## src/rtl/fdiv_seq_if.sv

```systemverilog
// Handshake bundle for the sequential divider: operand side (x1/x2) and result side (y/ovf).
interface fdiv_seq_if;
  logic        in_valid;
  logic        in_ready;
  logic [31:0] x1;
  logic [31:0] x2;
  logic        out_valid;
  logic        out_ready;
  logic [31:0] y;
  logic        ovf;

  modport master (
    output in_valid, x1, x2, out_ready,
    input  in_ready, out_valid, y, ovf
  );

  modport slave (
    input  in_valid, x1, x2, out_ready,
    output in_ready, out_valid, y, ovf
  );
endinterface

```

## src/rtl/fdiv_seq.sv

```systemverilog
// Iterative binary32 divider y = x1 / x2, radix-2 restoring, one quotient bit per cycle.
// Number model matches fmul: no denormals/NaN/inf, exponent 0 is zero, truncated mantissa.
//
// state | meaning
// IDLE  | ready for operands
// CALC  | 25 restoring-division steps, MSB first
// NORM  | normalise quotient, apply special cases, register y/ovf
// DONE  | result held until out_ready
module fdiv_seq #(
  parameter bit DIV0_MAX_MAG = 1'b1
) (
  input logic     clk,
  input logic     rst,
  fdiv_seq_if.slave bus
);

  typedef enum logic [1:0] {IDLE, CALC, NORM, DONE} state_t;

  state_t        state_q, state_d;
  logic          sign_q;
  logic [7:0]    e1_q, e2_q;
  logic [25:0]   rem_q, div_q;
  logic [24:0]   quo_q;
  logic [4:0]    cnt_q;
  logic [31:0]   y_q;
  logic          ovf_q;
  logic          out_valid_q;

  logic          rem_ge;
  logic [25:0]   rem_sel;
  logic signed [9:0] exp_d;
  logic [22:0]   man_d;
  logic [31:0]   y_d;
  logic          ovf_d;

  always_ff @(posedge clk or posedge rst) begin
    if (rst) state_q <= IDLE;
    else     state_q <= state_d;
  end

  always_comb begin
    state_d = state_q;
    case (state_q)
      IDLE: if (bus.in_valid) state_d = CALC;
      CALC: if (cnt_q == 5'd0) state_d = NORM;
      NORM: state_d = DONE;
      DONE: if (bus.out_ready) state_d = IDLE;
      default: state_d = IDLE;
    endcase
  end

  // Remainder stays below div after selection, so the left shift never loses bit 25.
  assign rem_ge  = (rem_q >= div_q);
  assign rem_sel = rem_ge ? (rem_q - div_q) : rem_q;

  always_comb begin
    exp_d = $signed({2'b00, e1_q}) - $signed({2'b00, e2_q})
            + (quo_q[24] ? 10'sd127 : 10'sd126);
    man_d = quo_q[24] ? quo_q[23:1] : quo_q[22:0];
    y_d   = 32'd0;
    ovf_d = 1'b0;
    if (e2_q == 8'd0) begin
      y_d   = DIV0_MAX_MAG ? {sign_q, 31'h7F7FFFFF} : 32'd0;
      ovf_d = 1'b1;
    end else if (e1_q == 8'd0) begin
      y_d   = 32'd0;
      ovf_d = 1'b0;
    end else if (exp_d >= 10'sd255) begin
      y_d   = {sign_q, 31'h7F7FFFFF};
      ovf_d = 1'b1;
    end else if (exp_d <= 10'sd0) begin
      y_d   = 32'd0;
      ovf_d = 1'b1;
    end else begin
      y_d   = {sign_q, exp_d[7:0], man_d};
      ovf_d = 1'b0;
    end
  end

  always_ff @(posedge clk or posedge rst) begin
    if (rst) begin
      sign_q      <= 1'b0;
      e1_q        <= 8'd0;
      e2_q        <= 8'd0;
      rem_q       <= 26'd0;
      div_q       <= 26'd0;
      quo_q       <= 25'd0;
      cnt_q       <= 5'd0;
      y_q         <= 32'd0;
      ovf_q       <= 1'b0;
      out_valid_q <= 1'b0;
    end else begin
      case (state_q)
        IDLE: begin
          if (bus.in_valid) begin
            sign_q <= bus.x1[31] ^ bus.x2[31];
            e1_q   <= bus.x1[30:23];
            e2_q   <= bus.x2[30:23];
            rem_q  <= {2'b01, bus.x1[22:0]};
            div_q  <= {2'b01, bus.x2[22:0]};
            quo_q  <= 25'd0;
            cnt_q  <= 5'd24;
          end
        end
        CALC: begin
          // Quotient bits arrive MSB first, so shifting them in lands bit 24 on top after 25 steps.
          quo_q <= {quo_q[23:0], rem_ge};
          rem_q <= {rem_sel[24:0], 1'b0};
          if (cnt_q != 5'd0) cnt_q <= cnt_q - 5'd1;
        end
        NORM: begin
          y_q         <= y_d;
          ovf_q       <= ovf_d;
          out_valid_q <= 1'b1;
        end
        DONE: begin
          if (bus.out_ready) out_valid_q <= 1'b0;
        end
        default: ;
      endcase
    end
  end

  assign bus.in_ready  = (state_q == IDLE);
  assign bus.out_valid = out_valid_q;
  assign bus.y         = y_q;
  assign bus.ovf       = ovf_q;

endmodule

```

## src/flat_wrapper.sv

```systemverilog
// flat-port wrapper written by rule: the top's interface ports become plain ports
module fdiv_seq_flat 
#(
  parameter bit DIV0_MAX_MAG = 1'b1
)
  (clk, rst, bus_in_valid, bus_x1, bus_x2, bus_out_ready, bus_in_ready, bus_out_valid, bus_y, bus_ovf);
  fdiv_seq_if bus_i ();
  input logic clk;
  input logic rst;
  input wire logic [$bits(bus_i.in_valid)-1:0] bus_in_valid;
  input wire logic [$bits(bus_i.x1)-1:0] bus_x1;
  input wire logic [$bits(bus_i.x2)-1:0] bus_x2;
  input wire logic [$bits(bus_i.out_ready)-1:0] bus_out_ready;
  output wire logic [$bits(bus_i.in_ready)-1:0] bus_in_ready;
  output wire logic [$bits(bus_i.out_valid)-1:0] bus_out_valid;
  output wire logic [$bits(bus_i.y)-1:0] bus_y;
  output wire logic [$bits(bus_i.ovf)-1:0] bus_ovf;
  assign bus_i.in_valid = bus_in_valid;
  assign bus_i.x1 = bus_x1;
  assign bus_i.x2 = bus_x2;
  assign bus_i.out_ready = bus_out_ready;
  assign bus_in_ready = bus_i.in_ready;
  assign bus_out_valid = bus_i.out_valid;
  assign bus_y = bus_i.y;
  assign bus_ovf = bus_i.ovf;
  fdiv_seq #(.DIV0_MAX_MAG(DIV0_MAX_MAG)) u_core (.clk(clk), .rst(rst), .bus(bus_i));
endmodule
```

## config.mk

```make
export PLATFORM = sky130hd
export DESIGN_NAME = fdiv_seq_flat
export DESIGN_NICKNAME = d
export VERILOG_FILES = /design/src/rtl/fdiv_seq_if.sv /design/src/rtl/fdiv_seq.sv /design/src/flat_wrapper.sv
export SDC_FILE = /design/constraint.sdc
export NUM_CORES = 1
export LEC_CHECK = 0
export CAP_MARGIN = 20
export CORE_MARGIN = 2
export CORE_UTILIZATION = 40
export DETAILED_ROUTE_END_ITERATION = 10
export PLACE_DENSITY = 0.71
export SLEW_MARGIN = 15
export SYNTH_ARGS = -nofsm -noshare
export SYNTH_HDL_FRONTEND = slang
export SYNTH_SLANG_ARGS = --single-unit
```

## constraint.sdc

```tcl
create_clock -name clk -period 12.89 [get_ports clk]
set_input_delay 3.867 -clock clk [delete_from_list [all_inputs] [get_ports clk]]
set_output_delay 3.867 -clock clk [all_outputs]
set_load 0.02 [all_outputs]
```

Yosys cells after proc, flatten, opt, wreduce, memory -nomap -nowiden
Cells that the tools add are included.
{"block": "totals", "regBits": 133, "out_inout_bits": 35, "elab_cells": 62}
{"block": "op_classes", "n_addsub": 4, "magnitude_cmp": 3, "n_eq_ne": 7, "n_mux": 24, "bitwise": 1, "reduce_logical": 12}
{"cell": "$mux W32", "count": 4}
{"cell": "$pmux W26 S2", "count": 1}
{"cell": "$mux W25", "count": 2}
{"cell": "$pmux W25 S2", "count": 1}
{"cell": "$ge A26 B24 Y1", "count": 1}
{"cell": "$mux W26", "count": 1}
{"cell": "$sub A25 B24 Y25", "count": 1}
{"cell": "$mux W23", "count": 1}
{"cell": "$logic_not A8 Y1", "count": 2}
{"cell": "$add A10 B10 Y10", "count": 1}
{"cell": "$ge A10 B9 Y1 const B", "count": 1}
{"cell": "$le A10 B1 Y1 const B", "count": 1}
{"cell": "$mux W5", "count": 2}
{"cell": "$pmux W5 S2", "count": 1}
{"cell": "$sub A8 B8 Y9", "count": 1}
{"cell": "$pmux W2 S4", "count": 1}
{"cell": "$mux W1", "count": 6}
{"cell": "$mux W2", "count": 3}
{"cell": "$reduce_and A2 Y1", "count": 3}
{"cell": "$reduce_and A3 Y1", "count": 2}
{"cell": "$logic_not A5 Y1", "count": 1}
{"cell": "$reduce_bool A5 Y1", "count": 1}
{"cell": "$sub A5 B1 Y5 const B", "count": 1}
{"cell": "$eq A2 B2 Y1 const B", "count": 2}
{"cell": "7 further kinds", "count": 10}

Longest topological paths before layout
Gate-level depths: netlist of the first run.
{"block": "depth", "depth_word": 7, "ltp_mapped": 15, "ltp_nobuf": 14}

Worst setup path after synthesis of the first run
Ideal clock, no wire load.
{"block": "synth_timing", "path_type": "input to register", "from": "input port bus_in_valid", "to": "register u_core.div_q[0]", "setup_ps": 125, "arrival_time_ps": 4948, "required_ps": 12765, "setup_slack_ps": 7817, "stages": 4, "n_path_buf": 2, "path_cell_list": "nand2_1 > buf_1 > clkbuf_1 > mux2_2"}
{"block": "synth_between", "elab_chain_cells": 1}
{"element": "start: declaration", "line_no": "flat_wrapper.sv:10", "rtl": "input wire logic [$bits(bus_i.in_valid)-1:0] bus_in_valid;"}
{"element": "$reduce_and A2 Y1 (no source line)"}
{"element": "end signal: assignment", "line_no": "fdiv_seq.sv:100", "rtl": "div_q <= {2'b01, bus.x2[22:0]};"}
{"element": "end: declaration", "line_no": "fdiv_seq.sv:22", "rtl": "logic [25:0] rem_q, div_q;"}
Every way passes these cells.
A chain may end at the register's enable or synchronous reset.

Final worst setup path of the first run
{"block": "layout_timing", "from": "input port bus_in_valid", "to": "register u_core.cnt_q[4]"}
{"block": "layout_between", "elab_chain_cells": 2}
{"element": "$ne A2 B2 Y1 (no source line)"}
{"element": "$reduce_and A3 Y1 (no source line)"}
{"element": "end signal: assignment", "line_no": "fdiv_seq.sv:109", "rtl": "if (cnt_q != 5'd0) cnt_q <= cnt_q - 5'd1;"}
{"element": "end: declaration", "line_no": "fdiv_seq.sv:24", "rtl": "logic [4:0] cnt_q;"}
Every way passes these cells.

==> qor.yml, run 1 <==
min_path:
  hold_path_startpoint: "u_core.div_q[23]"
  hold_class: "flop to flop"
global_routing:
  grt_max_degree: 73
  grt_pass1_vias: 6375
  grt_pass1_wl_microns: 31800
  grt_overflow: 0
  grt_usage_pct: 18.3
  antenna_found_initial: 0
setup_path:
  worstSetupPathType: "input pin to flop"
  timing.rr.start: "u_core.state_q[1]"
  start_kind: "input pin"
  endpoint_kind: "flop"
  crit_start: "bus_in_valid"
  worstPathMaxFanout: 51
  cp.arrival_ns: 6.25
  critical_path_required_ns: 13.15
synth:
  synth_top_area_share_pct: 41.5
  syn_nets: 969
  synth_seq_cells: 133
  yosys.cell_types.count: 73
  avgSynthCellArea_sq_um: 9.33
  yosysSeqAreaShare_pct: 41.5
  synth.cell_area_sq_um: 8020
  synthArstFlopShare_pct: 100
  syn_inst: 859
  ys_top_cells_by_area: "dfrtp_1, ha_1, mux2_2, mux2i_1, nor2_1"
  yosysWarnings: 0
  synth_edf_count: 0
  synth_ff_type: "dfrtp_1"
  synth_top_cell_by_area: "dfrtp_1"
routing:
  route.detailed.drc: 0
  drt-total-wl_microns: 18800
  drtIter0Drc: 466
  routedWlPerCell_microns: 15.3
  drt_first_pass_iters: 5
  via_per_inst: 5.34
  vias: 6547
  drtAntennaViolNets: 0
cells_and_area:
  fin_nets: 1058
  area.growth.synth_to_final_pct: 23.3
  design_area_sq_um: 9890
  drive_gt1_share_pct: 10.5
  fillers: 1793
  antenna_cells: 0
cts:
  postCtsSetupBuffers: 0
  clk_latency_ns: 0.42
  ctsResizeCount: 0
  path_clk_slew_ns: 0.06
  clock-sinks: 133
  clockBufferDepth: 2
  cts-root-buf: "clkbuf_16"
  numCtsBuffers: 17
  cts_tree: "yes"
  htreeDepth: 4
  cts_hold_buf: 0
sta:
  period_share_pct: 46.5
  hold_viol: 0
  slew_violations: 0
  rsz0062_at_grt: "false"
  tightest_slew_ns: 1.06
  relSlewSlack_pct: 29.3
  holdWs_ns: 0.455
  skew_ns: 0.00915
  period_needed_ns: 5.99
  fmax_mhz: 167
  finalSetupTns_ns: 0
  finalSetupViolations: 0
floorplan:
  fp-row-count: 51
  die_w_microns: 146
  io_pins: 103
  core_area_sq_um: 19600
  die_h_microns: 146
  initial_core_util_pct: 40.9
  dieArea_sq_um: 21200
placement:
  dp_hpwl_microns: 13100
  placed_area_sq_um: 9280
  gp_congestion: 0.954
  io_buffers: 102
flow_run:
  maxCapViolCount: 0
outcome:
  status: "finished, final reports clean"
[synth_stat cells, types with 11 or more instances]
library cell / instances
dfrtp_1: 133
nor2_1: 80
nand2_1: 74
inv_1: 61
a21oi_1: 54
o21ai_0: 48
ha_1: 40
mux2_2: 39
a211oi_1: 37
nand3_1: 36
mux2i_1: 32
clkbuf_1: 23
xnor2_1: 21
nor3_1: 17
a21o_1: 11
o21a_1: 11
xor2_1: 11
[placed cells by master, fill, tap and decap left out, types with 7 or more instances in the layout]
cell type        synthesis  final
a211oi_1                37     37
a21o_1                  11     11
a21oi_1                 54     54
buf_4                    0      9
clkbuf_16                0     17
clkdlybuf4s50_1          0    102
clkinvlp_4               0      7
dfrtp_1                133    133
ha_1                    40     39
inv_1                   61     60
mux2_2                  39     39
mux2i_1                 32     32
nand2_1                 74     73
nand2b_1                 7      7
nand3_1                 36     36
nor2_1                  80     80
nor3_1                  17     17
nor4_1                   7      7
o211ai_1                 8      8
o21a_1                  11     11
o21ai_0                 48     47
xnor2_1                 21     21
xor2_1                  11     11
[kinds of logic after synthesis]
kind of cell	synth area share [%]
AOI/OAI and AO/OA	18.7
muxes	9.48
DFF	41.5
xor gates and xnor gates	3.84
adders and majority gates	6.74
and+or+nand+nor	14.4
buffers and inverters	5.31
[worst max-delay path, stage by stage]
cell and delay, ns:
clkdlybuf4s50_1 0.50, nand2_2 0.06, buf_4 0.35, o21ai_4 0.12, buf_4 0.46, o21ai_0 0.25, inv_1 0.13, nand2_1 0.09
nor3_1 0.18, xnor2_1 0.14, o21ai_0 0.09
[cell type report]
cell class | count | area, sq um | area share, %
Multi-Input combinational cell | 623 | 4300 | 43.5
Clock buffer | 18 | 439 | 4.44
Clock inverter | 14 | 153 | 1.54
Tap cell | 265 | 332 | 3.35
Timing Repair Buffer | 112 | 1100 | 11.1
Inverter | 61 | 234 | 2.37
Sequential cell | 133 | 3330 | 33.7
[per-stage QoR]
stage	worst slack [ns]	instances	utilization (%)
3_5_place_dp	6.44	1193	47.4
4_1_cts	6.89	1225	50.4
6_report	6.90	1226	50.5
2_1_floorplan	5.47	859	-
5_1_grt	6.61	1226	50.5
3_3_place_gp	6.51	1193	47.4
[state kept, by name, indices dropped and copies added, names as in the netlist]
register / flops
u_core.bus.y: 32
u_core.bus.ovf: 1
u_core.rem_q: 26
u_core.bus.out_valid: 1
u_core.state_q: 2
u_core.cnt_q: 5
u_core.div_q: 24
u_core.quo_q: 25
u_core.e1_q: 8
u_core.sign_q: 1
u_core.e2_q: 8
[worst paths after layout]
kind | end | slack (ns) | cells past startpoint
hold / removal | u_core.div_q[23] | 0.45 | 2
max in group asynchronous | u_core.bus.y[19] | 7.73 | 3
setup reg to reg | u_core.cnt_q[4] | 9.05 | 11
setup / recovery | u_core.cnt_q[4] | 6.90 | 11
min in group asynchronous | u_core.e1_q[3] | 3.93 | 2
hold reg to reg | u_core.div_q[23] | 0.45 | 2
[routing by layer]
| metal | GRT usage (%) | vias to the layer above | part of all wire (%) |
|---|---|---|---|
| met3 | 4.29 | 19 | 4.7 |
| met5 | 0 | - | 0 |
| li1 | - | 3259 | - |
| met4 | 4.02 | 0 | 1.0 |
| met2 | 30.2 | 180 | 48 |
| met1 | 24.5 | 3089 | 46 |
Power of run 1 is left out: the tool's default activity adds up to more than one toggle a clock period on the data nets, which glitch-free logic cannot reach.
==> run 2, diff against run 1 <==
- clock period: 12.89 -> 6.25 ns (I/O delays scaled with it)
==> run 2 against run 1 <==
  * First-iteration DRC count shrank 8.2%
  * Die area is the same
  * Cell count is essentially flat
  * Global-route usage grew 0.21 points
  * Sequential share of layout area is essentially flat
  * Design area is essentially flat
  * Core utilization is essentially flat
  * Via count grew 1.8%
  * Non-clock buffer count grew 1
==> qor.yml, run 2 (synthesis gave the netlist of run 1 again) <==
outcome:
  status: "finished, final reports clean"
global_routing:
  grt_use_met2_pct: 31.6
  grt_pass1_wl_microns: 32200
  grt_overflow: 0
  met1_usage_pct: 24.1
  grt_pass1_vias: 6635
  grt_max_degree: 106
  grtUsageMet3_pct: 4.17
  grt_usage_pct: 18.5
  grt-busiest-layer: "met2"
  antenna_found_initial: 0
setup_path:
  worstPathMaxFanout: 25
  cp_num_buf_inv: 2
  worstSetupPathType: "input pin to flop"
  start_kind: "input pin"
  cp_top_family: "compound AO/OA/AOI/OAI gates"
  endpoint_kind: "flop"
  slowest_delay_ns: 0.50
  rrSetupSlack_ns: 2.66
  crit_path_frequent_cell: "o21ai_0"
  r2r-end: "u_core.bus.y[0]"
  cp.arrival_ns: 4.21
  ff2ff_path_depth: 12
  path_cells: "clkdlybuf4s50_1 -> nand2_2 -> o21ai_4 -> o21ai_0 -> inv_1 -> nand2_1 -> nor3_1 -> xnor2_1 -> o21ai_0"
  timing.rr.start: "u_core.e1_q[0]"
  crit_slowest_cell: "clkdlybuf4s50_1"
  critical_path_required_ns: 6.53
placement:
  dp_hpwl_microns: 13400
  io_buffers: 102
  gp_congestion: 0.856
  placed_area_sq_um: 9310
sta:
  fmax_mhz: 254
  slew_violations: 0
  relSlewSlack_pct: 27.9
  period_share_pct: 63.0
  finalSetupViolations: 0
  period_needed_ns: 3.94
  rsz0062_at_grt: "false"
  hold_viol: 0
  skew_ns: 0.0111
  holdWs_ns: 0.448
  finalSetupTns_ns: 0
  tightest_slew_ns: 1.07
cts:
  clk_latency_ns: 0.43
  cts_tree: "yes"
  numCtsBuffers: 17
  cts-root-buf: "clkbuf_16"
  clock-sinks: 133
  ctsResizeCount: 0
  cts_hold_buf: 0
  clockBufferDepth: 2
  htreeDepth: 4
  postCtsSetupBuffers: 0
  path_clk_slew_ns: 0.06
routing:
  vias: 6668
  routedWlPerCell_microns: 15.7
  via_per_inst: 5.43
  drtAntennaViolNets: 0
  route.detailed.drc: 0
  drt_first_pass_iters: 5
  drt-total-wl_microns: 19200
  drtIter0Drc: 428
floorplan:
  core_area_sq_um: 19600
  die_h_microns: 146
  dieArea_sq_um: 21200
  initial_core_util_pct: 40.9
  die_w_microns: 146
  fp-row-count: 51
  io_pins: 103
cells_and_area:
  drive_gt1_share_pct: 10.5
  antenna_cells: 0
  fin_nets: 1059
  final_core_util_pct: 50.4
  final_common_cell: "dfrtp_1"
  final_cell_mix: "dfrtp_1, clkdlybuf4s50_1, nor2_1"
  design_area_sq_um: 9880
  largest_reg_flops: 32
  area.growth.synth_to_final_pct: 23.2
min_path:
  hold_end: "u_core.div_q[23]"
  hold_class: "flop to flop"
  min_path_cells: 2
  hold_path_startpoint: "u_core.div_q[23]"
flow_run:
  maxCapViolCount: 0
==> run 2: cell types whose count changed in the layout (fill, tap and decap cells not counted), sizes merged <==
cell / previous run / this run
clkinvlp: 7 / 4
clkinv: 2 / 5
bufinv: 2 / 1
clkbuf: 18 / 21
buf: 10 / 11
inv: 64 / 62
==> run 2: final cells by class <==
| cell class | instances | area (sq um) |
|---|---|---|
| flip-flops and latches | 133 | 3330 |
| fillers | 1860 | 9710 |
| repair buffers | 113 | 1110 |
| well taps | 265 | 332 |
| clock inverters | 11 | 101 |
| multi-input cells | 623 | 4300 |
| clock buffers | 21 | 470 |
| inverters | 61 | 234 |
==> run 2: through the flow <==
| step | cells | worst slack [ns] |
|---|---|---|
| after CTS | 1227 | 2.32 |
| after floorplan | 859 | 0.821 |
| after global routing | 1227 | 2.14 |
| after global placement | 1194 | 2.00 |
| after detailed placement | 1195 | 1.89 |
| final | 1227 | 2.31 |
==> run 2: worst max path at each step <==
stage	start	to	depth (start not counted)	slack (ns)
3_3_place_gp	bus_in_valid	u_core.rem_q[20]	8	2.00
5_1_grt	bus_in_valid	u_core.cnt_q[4]	9	2.14
3_5_place_dp	bus_in_valid	u_core.cnt_q[4]	9	1.89
4_1_cts	bus_in_valid	u_core.rem_q[24]	6	2.32
2_1_floorplan	rst	u_core.bus.out_valid	1	0.82
6_report	bus_in_valid	u_core.cnt_q[4]	9	2.31
==> run 2: layer usage <==
metal  vias up  share of wire (%)
met2       187                 49
met1      3214                 46
met3        23                4.3
li1       3244                  -
met5         -                  0
met4         0                1.1
==> run 2: worst reg2reg max path: stages, from the launching register on <==
cell and delay (ns):
dfrtp_1 0.39, inv_1 0.07, ha_1 0.15, inv_1 0.05, fa_1 0.46, xor2_1 0.19
nor3_1 0.62, o211ai_1 0.28, nor3_1 0.25, a31oi_1 0.11, o31ai_4 0.55, buf_8 0.25
a211oi_1 0.08
Power of run 2 is left out for the same reason.
